## config.mk

```make
export PLATFORM = sky130hd
export DESIGN_NAME = multicycle_ctrl
export DESIGN_NICKNAME = d
export VERILOG_FILES = /design/src/rtl/multicycle_ctrl.sv
export SDC_FILE = /design/constraint.sdc
export NUM_CORES = 1
export LEC_CHECK = 0
export ABC_CLOCK_PERIOD_IN_PS = 2800
export BUFFER_PORTS_ARGS = -buffer_cell sky130_fd_sc_hd__buf_4
export CAP_MARGIN = 20
export CORE_AREA = 2 2 39 41
export DETAILED_ROUTE_END_ITERATION = 10
export DIE_AREA = 0 0 41 43
export PLACE_DENSITY = 0.76
export SETUP_SLACK_MARGIN = 0.15
export SKIP_LAST_GASP = 1
export SLEW_MARGIN = 20
export SYNTH_ARGS = -nofsm -noshare
export SYNTH_HDL_FRONTEND = slang
export SYNTH_SLANG_ARGS = --single-unit
export TNS_END_PERCENT = 1
```

## constraint.sdc

```tcl
create_clock -name clk -period 2.8 [get_ports clk]
set_input_delay 0 -clock clk [delete_from_list [all_inputs] [get_ports clk]]
set_output_delay 0 -clock clk [all_outputs]
set_load 0.01 [all_outputs]
```

## src/rtl/multicycle_ctrl.sv

```systemverilog
// Main control FSM for the multicycle MIPS core: sequences fetch, decode, execute,
// memory and writeback, stalling fetch and load/store states on the memory-ready handshake.
module multicycle_ctrl #(
    parameter bit ILLEGAL_TRAP = 1'b0
) (
    input  logic       clk,
    input  logic       reset,
    input  logic [5:0] op,
    input  logic       zero,
    input  logic       memrdy,
    output logic [1:0] aluop,
    output logic       alusrca,
    output logic [1:0] alusrcb,
    output logic       zeroext,
    output logic [1:0] pcsrc,
    output logic       pcen,
    output logic       iord,
    output logic       memwrite,
    output logic       irwrite,
    output logic       regdst,
    output logic       memtoreg,
    output logic       regwrite,
    output logic       illegal,
    output logic [3:0] state
);

    typedef enum logic [3:0] {
        StFetch   = 4'd0,
        StDecode  = 4'd1,
        StMemAdr  = 4'd2,
        StMemRd   = 4'd3,
        StMemWb   = 4'd4,
        StMemWr   = 4'd5,
        StRtypeEx = 4'd6,
        StRtypeWb = 4'd7,
        StBeqEx   = 4'd8,
        StAddiEx  = 4'd9,
        StOriEx   = 4'd10,
        StImmWb   = 4'd11,
        StJEx     = 4'd12,
        StHalt    = 4'd13
    } state_e;

    localparam logic [5:0] OpLw   = 6'b100011;
    localparam logic [5:0] OpSw   = 6'b101011;
    localparam logic [5:0] OpR    = 6'b000000;
    localparam logic [5:0] OpBeq  = 6'b000100;
    localparam logic [5:0] OpAddi = 6'b001000;
    localparam logic [5:0] OpOri  = 6'b001101;
    localparam logic [5:0] OpJ    = 6'b000010;

    state_e r_state;
    state_e w_state_next;
    logic   w_memrdy;
    logic   w_pcwrite;
    logic   w_branch;

    always_ff @(posedge clk or negedge reset) begin
        if (!reset) begin
            r_state <= StFetch;
        end else begin
            r_state <= w_state_next;
        end
    end

    // Handshake is masked during reset so no strobe can fire while reset is held.
    assign w_memrdy = memrdy & reset;

    always_comb begin
        w_state_next = r_state;
        aluop        = 2'b00;
        alusrca      = 1'b0;
        alusrcb      = 2'b00;
        zeroext      = 1'b0;
        pcsrc        = 2'b00;
        iord         = 1'b0;
        memwrite     = 1'b0;
        irwrite      = 1'b0;
        regdst       = 1'b0;
        memtoreg     = 1'b0;
        regwrite     = 1'b0;
        illegal      = 1'b0;
        w_pcwrite    = 1'b0;
        w_branch     = 1'b0;

        unique case (r_state)
            StFetch: begin
                alusrcb      = 2'b01;
                irwrite      = w_memrdy;
                w_pcwrite    = w_memrdy;
                w_state_next = w_memrdy ? StDecode : StFetch;
            end
            StDecode: begin
                alusrcb = 2'b11;
                case (op)
                    OpLw, OpSw: w_state_next = StMemAdr;
                    OpR:        w_state_next = StRtypeEx;
                    OpBeq:      w_state_next = StBeqEx;
                    OpAddi:     w_state_next = StAddiEx;
                    OpOri:      w_state_next = StOriEx;
                    OpJ:        w_state_next = StJEx;
                    default: begin
                        illegal      = 1'b1;
                        w_state_next = ILLEGAL_TRAP ? StHalt : StFetch;
                    end
                endcase
            end
            StMemAdr: begin
                alusrca      = 1'b1;
                alusrcb      = 2'b10;
                w_state_next = (op == OpSw) ? StMemWr : StMemRd;
            end
            StMemRd: begin
                iord         = 1'b1;
                w_state_next = w_memrdy ? StMemWb : StMemRd;
            end
            StMemWb: begin
                memtoreg     = 1'b1;
                regwrite     = 1'b1;
                w_state_next = StFetch;
            end
            StMemWr: begin
                iord         = 1'b1;
                memwrite     = w_memrdy;
                w_state_next = w_memrdy ? StFetch : StMemWr;
            end
            StRtypeEx: begin
                alusrca      = 1'b1;
                aluop        = 2'b10;
                w_state_next = StRtypeWb;
            end
            StRtypeWb: begin
                regdst       = 1'b1;
                regwrite     = 1'b1;
                w_state_next = StFetch;
            end
            StBeqEx: begin
                alusrca      = 1'b1;
                aluop        = 2'b01;
                pcsrc        = 2'b01;
                w_branch     = 1'b1;
                w_state_next = StFetch;
            end
            StAddiEx: begin
                alusrca      = 1'b1;
                alusrcb      = 2'b10;
                w_state_next = StImmWb;
            end
            StOriEx: begin
                alusrca      = 1'b1;
                alusrcb      = 2'b10;
                zeroext      = 1'b1;
                aluop        = 2'b11;
                w_state_next = StImmWb;
            end
            StImmWb: begin
                regwrite     = 1'b1;
                w_state_next = StFetch;
            end
            StJEx: begin
                pcsrc        = 2'b10;
                w_pcwrite    = 1'b1;
                w_state_next = StFetch;
            end
            StHalt: begin
                w_state_next = StHalt;
            end
            default: begin
                w_state_next = StFetch;
            end
        endcase
    end

    assign pcen  = w_pcwrite | (w_branch & zero);
    assign state = r_state;

endmodule

```

==> Yosys cells after proc, flatten, opt, wreduce, memory -nomap -nowiden <==
Index checks and enable logic that the tools add are counted.
{ "classes": {"bitwise": 3, "n_eq_ne": 19, "muxes": 21, "reduce_logical": 9} }
{ "op_table": {"columns": ["operator", "count"], "rows": [
  ["$pmux W4 S8", 1],
  ["$eq A4 B4 Y1 const B", 6],
  ["$pmux W4 S6", 1],
  ["$eq A4 B3 Y1 const B", 4],
  ["$eq A6 B4 Y1 const B", 2],
  ["$eq A6 B6 Y1 const B", 2],
  ["$mux W1", 12],
  ["$pmux W2 S3", 2],
  ["$mux W3", 3],
  ["$eq A4 B2 Y1 const B", 2],
  ["$reduce_or A7 Y1", 1],
  ["$eq A6 B2 Y1 const B", 1],
  ["$eq A6 B3 Y1 const B", 1],
  ["$logic_not A6 Y1", 1],
  ["$reduce_or A2 Y1", 3],
  ["$reduce_or A3 Y1", 2],
  ["$reduce_or A5 Y1", 1],
  ["$eq A4 B1 Y1 const B", 1],
  ["$logic_not A4 Y1", 1],
  ["$pmux W2 S2", 1],
  ["$and A1 B1 Y1", 2],
  ["$pmux W1 S2", 1],
  ["$or A1 B1 Y1", 1]
]} }
{ "totals": {"word_cells": 53, "regBits": 4, "inputBits": 10, "output_inout_bits": 20} }

==> Longest topological paths before layout <==
{ "logic_depth": {"word_depth": 4, "mapped_depth": 5, "mapped_depth_nobuf": 4} }

==> Worst setup path before layout <==
OpenSTA, ideal clock, no wires.
{ "synth_timing": {"path_type": "register -> register", "start": "register r_state[1] (netlist: state[1])", "end": "register r_state[3] (netlist: state[3])", "path_buffers": 0, "path_slack_ns": 1.570, "required_time_ns": 2.724, "setup_time_ns": 0.076, "path_stages_with_launch": 4, "arrival_ns": 1.154, "synth_period_minus_slack_ns": 1.230, "path_cell_list": "dfrtp_1 nand2b_1 or4_1 o21ai_1"} }
{ "synth_between": {"elab_chain_len": 3, "elab_cells_between_ends": 11, "classes_between": "eq/ne (8); mux (1); reduce/logical (2)"} }
{ "synth_rtl": {"columns": ["element", "line_no", "source"], "rows": [
  ["from (decl)", "52", "state_e r_state;"],
  ["from (signal assigned)", "60", "r_state <= StFetch;"],
  ["from (signal assigned)", "62", "r_state <= w_state_next;"],
  ["$eq A4 B4 Y1", "86", "unique case (r_state)"],
  ["$reduce_or A2 Y1 (no line)", null, null],
  ["$pmux W4 S8 (*)", "86", null],
  ["via w_state_next[3]", "53", "state_e w_state_next;"]
]} }
Mark *: on every way through the listed nets, which the timed path passes. The rest lies on a longest branch.

==> Worst setup path in the final report <==
{ "layout_timing": {"start": "register r_state[3] (netlist: state[3])", "end": "output port pcen"} }
{ "layout_between": {"elab_chain_len": 4, "elab_cells_between_ends": 7, "classes_between": "eq/ne (2); mux (2); bitwise (2); reduce/logical (1)"} }
{ "layout_rtl": {"columns": ["element", "line_no", "source"], "rows": [
  ["$eq A4 B4 Y1", "86", null],
  ["$mux W1", "86", null],
  ["$and A1 B1 Y1", "174", "assign pcen = w_pcwrite | (w_branch & zero);"],
  ["$or A1 B1 Y1 (*)", "174", null],
  ["to (decl)", "16", "output logic pcen,"]
]} }
Every way passes the cells marked *; elsewhere a longest branch is shown, timed or not.

==> impl_metrics.ini <==
[timing]
slew_headroom_pct = 65.5
period_share_pct = 60.4
finalClockSkew_ns = 0.0108
tns_ns = 0
worst_slew_pin_slew_ns = 0.518
hold_slack_ns = 0.0554
clock.fmax_ghz = 0.591
period_needed_ns = 1.69
rsz0062_at_grt = false
setup_violations = 0
finalHoldViolations = 0
slew_viol_final = 0

[floorplanning]
initial_core_util_pct = 40.8
dieHeight_um = 43
die_width_um = 41
die_area_um2 = 1760
core-area_um2 = 1380
rows = 14
ioPinCount = 30

[grt]
grt_use_met3_pct = 3.14
grt_pass1_wl_um = 2710
grt_pass1_vias = 620
track_usage_pct = 22.5
met2_usage_pct = 34.1
grt_max_degree = 18
grt-ovfl-total = 0
busiest_layer = met2
antenna_found_initial = 0
grtUsageMet1_pct = 29.4

[clocking]
cts_setup_buffers = 0
ctsHoldBuffers = 1
ctsResizeCount = 0
clockBufferDepth = 2
root_buffer = clkbuf_4
h-tree-depth = 1
numCtsBuffers = 3
clk_latency_ns = 0.25
cts_sinks = 4
cts_tree = done
clkTransAtPathRegs_ns = 0.05

[logic_synthesis]
ys_ff_latch = 4
synth_edf_count = 0
synth_area_per_cell_um2 = 7.33
seq_area_frac_synth_pct = 17.7
ys_types = 35
synth_area_um2 = 564
synth_cells = 77
synthFlopType = dfrtp_1
async_reset_ff_share_pct = 100
yosysWarnings = 0
synth_nets = 87

[cells_and_area]
finish.utilization_pct = 58.5
area_growth_pct = 43.5
antenna_cells = 0
largest_register_ffs = 4
layout-drive-gt1-share_pct = 35.2
nets = 117
nFillCells = 140

[hold_path]
min_path_type = input port to register
hold_path_depth = 3
hold_start = op[4]
whs_endpoint = state[3]

[detailed_routing]
drc_errors = 0
routed_wirelength_um = 1690
drtIter0Drc = 31
vias = 708
routedWlPerCell_um = 14.0
ant_nets = 0
first_pass_iters = 4
routed_via_density = 5.85

[power]
p_per_area_nw_per_um2 = 653
power_leakage_nw = 0.333
ir_drop_mv = 0.340

[critical_path]
critical_path_class = register to output port
rr_worst_depth = 4
reg2reg_slack_ns = 1.17
cp.arrival_ns = 1.69
cp-start-kind = register
reg2reg_to = state[2]
crit_fanout = 17
crit_required_ns = 2.80
critPathCaptureType = output port
rr_startpoint = state[1]

[placement]
portBuffers = 29
gp_congestion = 0.909
hpwlAfterDp_um = 1160

[outcome]
status = finished clean

[run]
maxCapViolations = 0
[kinds of logic (layout without fill, tap and decap cells)]
group	Yosys count	after routing	synth area share, %
XOR/XNOR	2	2	3.10
adder cells (fa/ha/maj)	1	1	1.77
flip-flops	4	4	17.7
AND/OR/NAND/NOR	40	40	43.0
buffers and inverters	6	34	5.10
multiplexers	1	1	1.77
AO/OA/AOI/OAI	23	23	27.5
[Yosys cell counts (all sizes together) (2+ instances only)]
master,instances,area [µm²]
dfrtp,4,100
nand2,6,22.5
xnor2,2,17.5
clkbuf,2,7.51
nand3,2,10.0
nor4b,2,23.8
o21ai,6,30.0
nor3,10,50.1
a21boi,2,15.0
nor2,5,18.8
buf,3,17.5
nand2b,4,25.0
or4,2,18.8
nand4b,3,26.3
a21oi,5,25.0
a211oi,2,15.0
o211ai,4,35.0
[per-layer routing]
layer | wire length, µm | share of wire (%)
met3 | 117 | 6.9
met2 | 824 | 49
met5 | 0 | 0
met1 | 719 | 43
met4 | 27 | 1.6
[cells in the final DEF, fill, tap and decap left out, types with 2 or more instances in the layout]
cell	Yosys	final
buf_4	1	29
nor3_1	10	10
nand2_1	6	6
nor2_1	5	5
a21oi_1	5	5
nand2b_1	4	4
dfrtp_1	4	4
o21ai_1	3	3
nand4b_1	3	3
o211ai_1	3	3
o21ai_0	3	3
clkbuf_4	0	3
xnor2_1	2	2
a21boi_0	2	2
a211oi_1	2	2
nand3_1	2	2
[final cells by class]
| class | instances | area [µm²] | share of cell area [%] |
|---|---|---|---|
| Clock buffer | 3 | 22.5 | 2.78 |
| Inverter | 1 | 3.75 | 0.464 |
| Multi-Input combinational cell | 67 | 435 | 53.8 |
| Sequential cell | 4 | 100 | 12.4 |
| Tap cell | 16 | 20.0 | 2.47 |
| Timing Repair Buffer | 30 | 228 | 28.1 |
[worst max-delay path by stage]
stage	endpoint	slack, ns	startpoint
after floorplan	state[3]	1.57	state[1]
after CTS	pcen	1.11	state[2]
after global routing	pcen	0.90	state[2]
final	pcen	1.11	state[3]
after detailed placement	state[2]	1.23	state[1]
after global placement	state[2]	1.22	state[1]
[stage by stage]
| stage | setup WS, ns | cells | instance area (µm²) | power [W] |
|---|---|---|---|---|
| after floorplan | 1.57 | 77 | 564 | 0.000312 |
| after global routing | 0.897 | 121 | 810 | 0.000571 |
| after CTS | 1.11 | 121 | 810 | 0.000528 |
| after global placement | 1.22 | 117 | 777 | 0.000449 |
| final | 1.11 | 121 | 810 | 0.000529 |
| after detailed placement | 1.23 | 117 | 777 | 0.000448 |
[critical path: stages (launching register included)]
cell and delay (ns):
dfrtp_1 0.55, nor2_1 0.34, nand3_1 0.17, a211oi_1 0.22
buf_4 0.16
[where the power goes]
part | internal, W | switching, W | total, W | leakage, nW
registers | 0.0000729 | 0.0000665 | 0.000139 | 0.0536
clock network | 0.0000482 | 0.0000277 | 0.0000759 | 0.0138
logic | 0.000165 | 0.000149 | 0.000314 | 0.266
(Power assumes the default switching activity.)
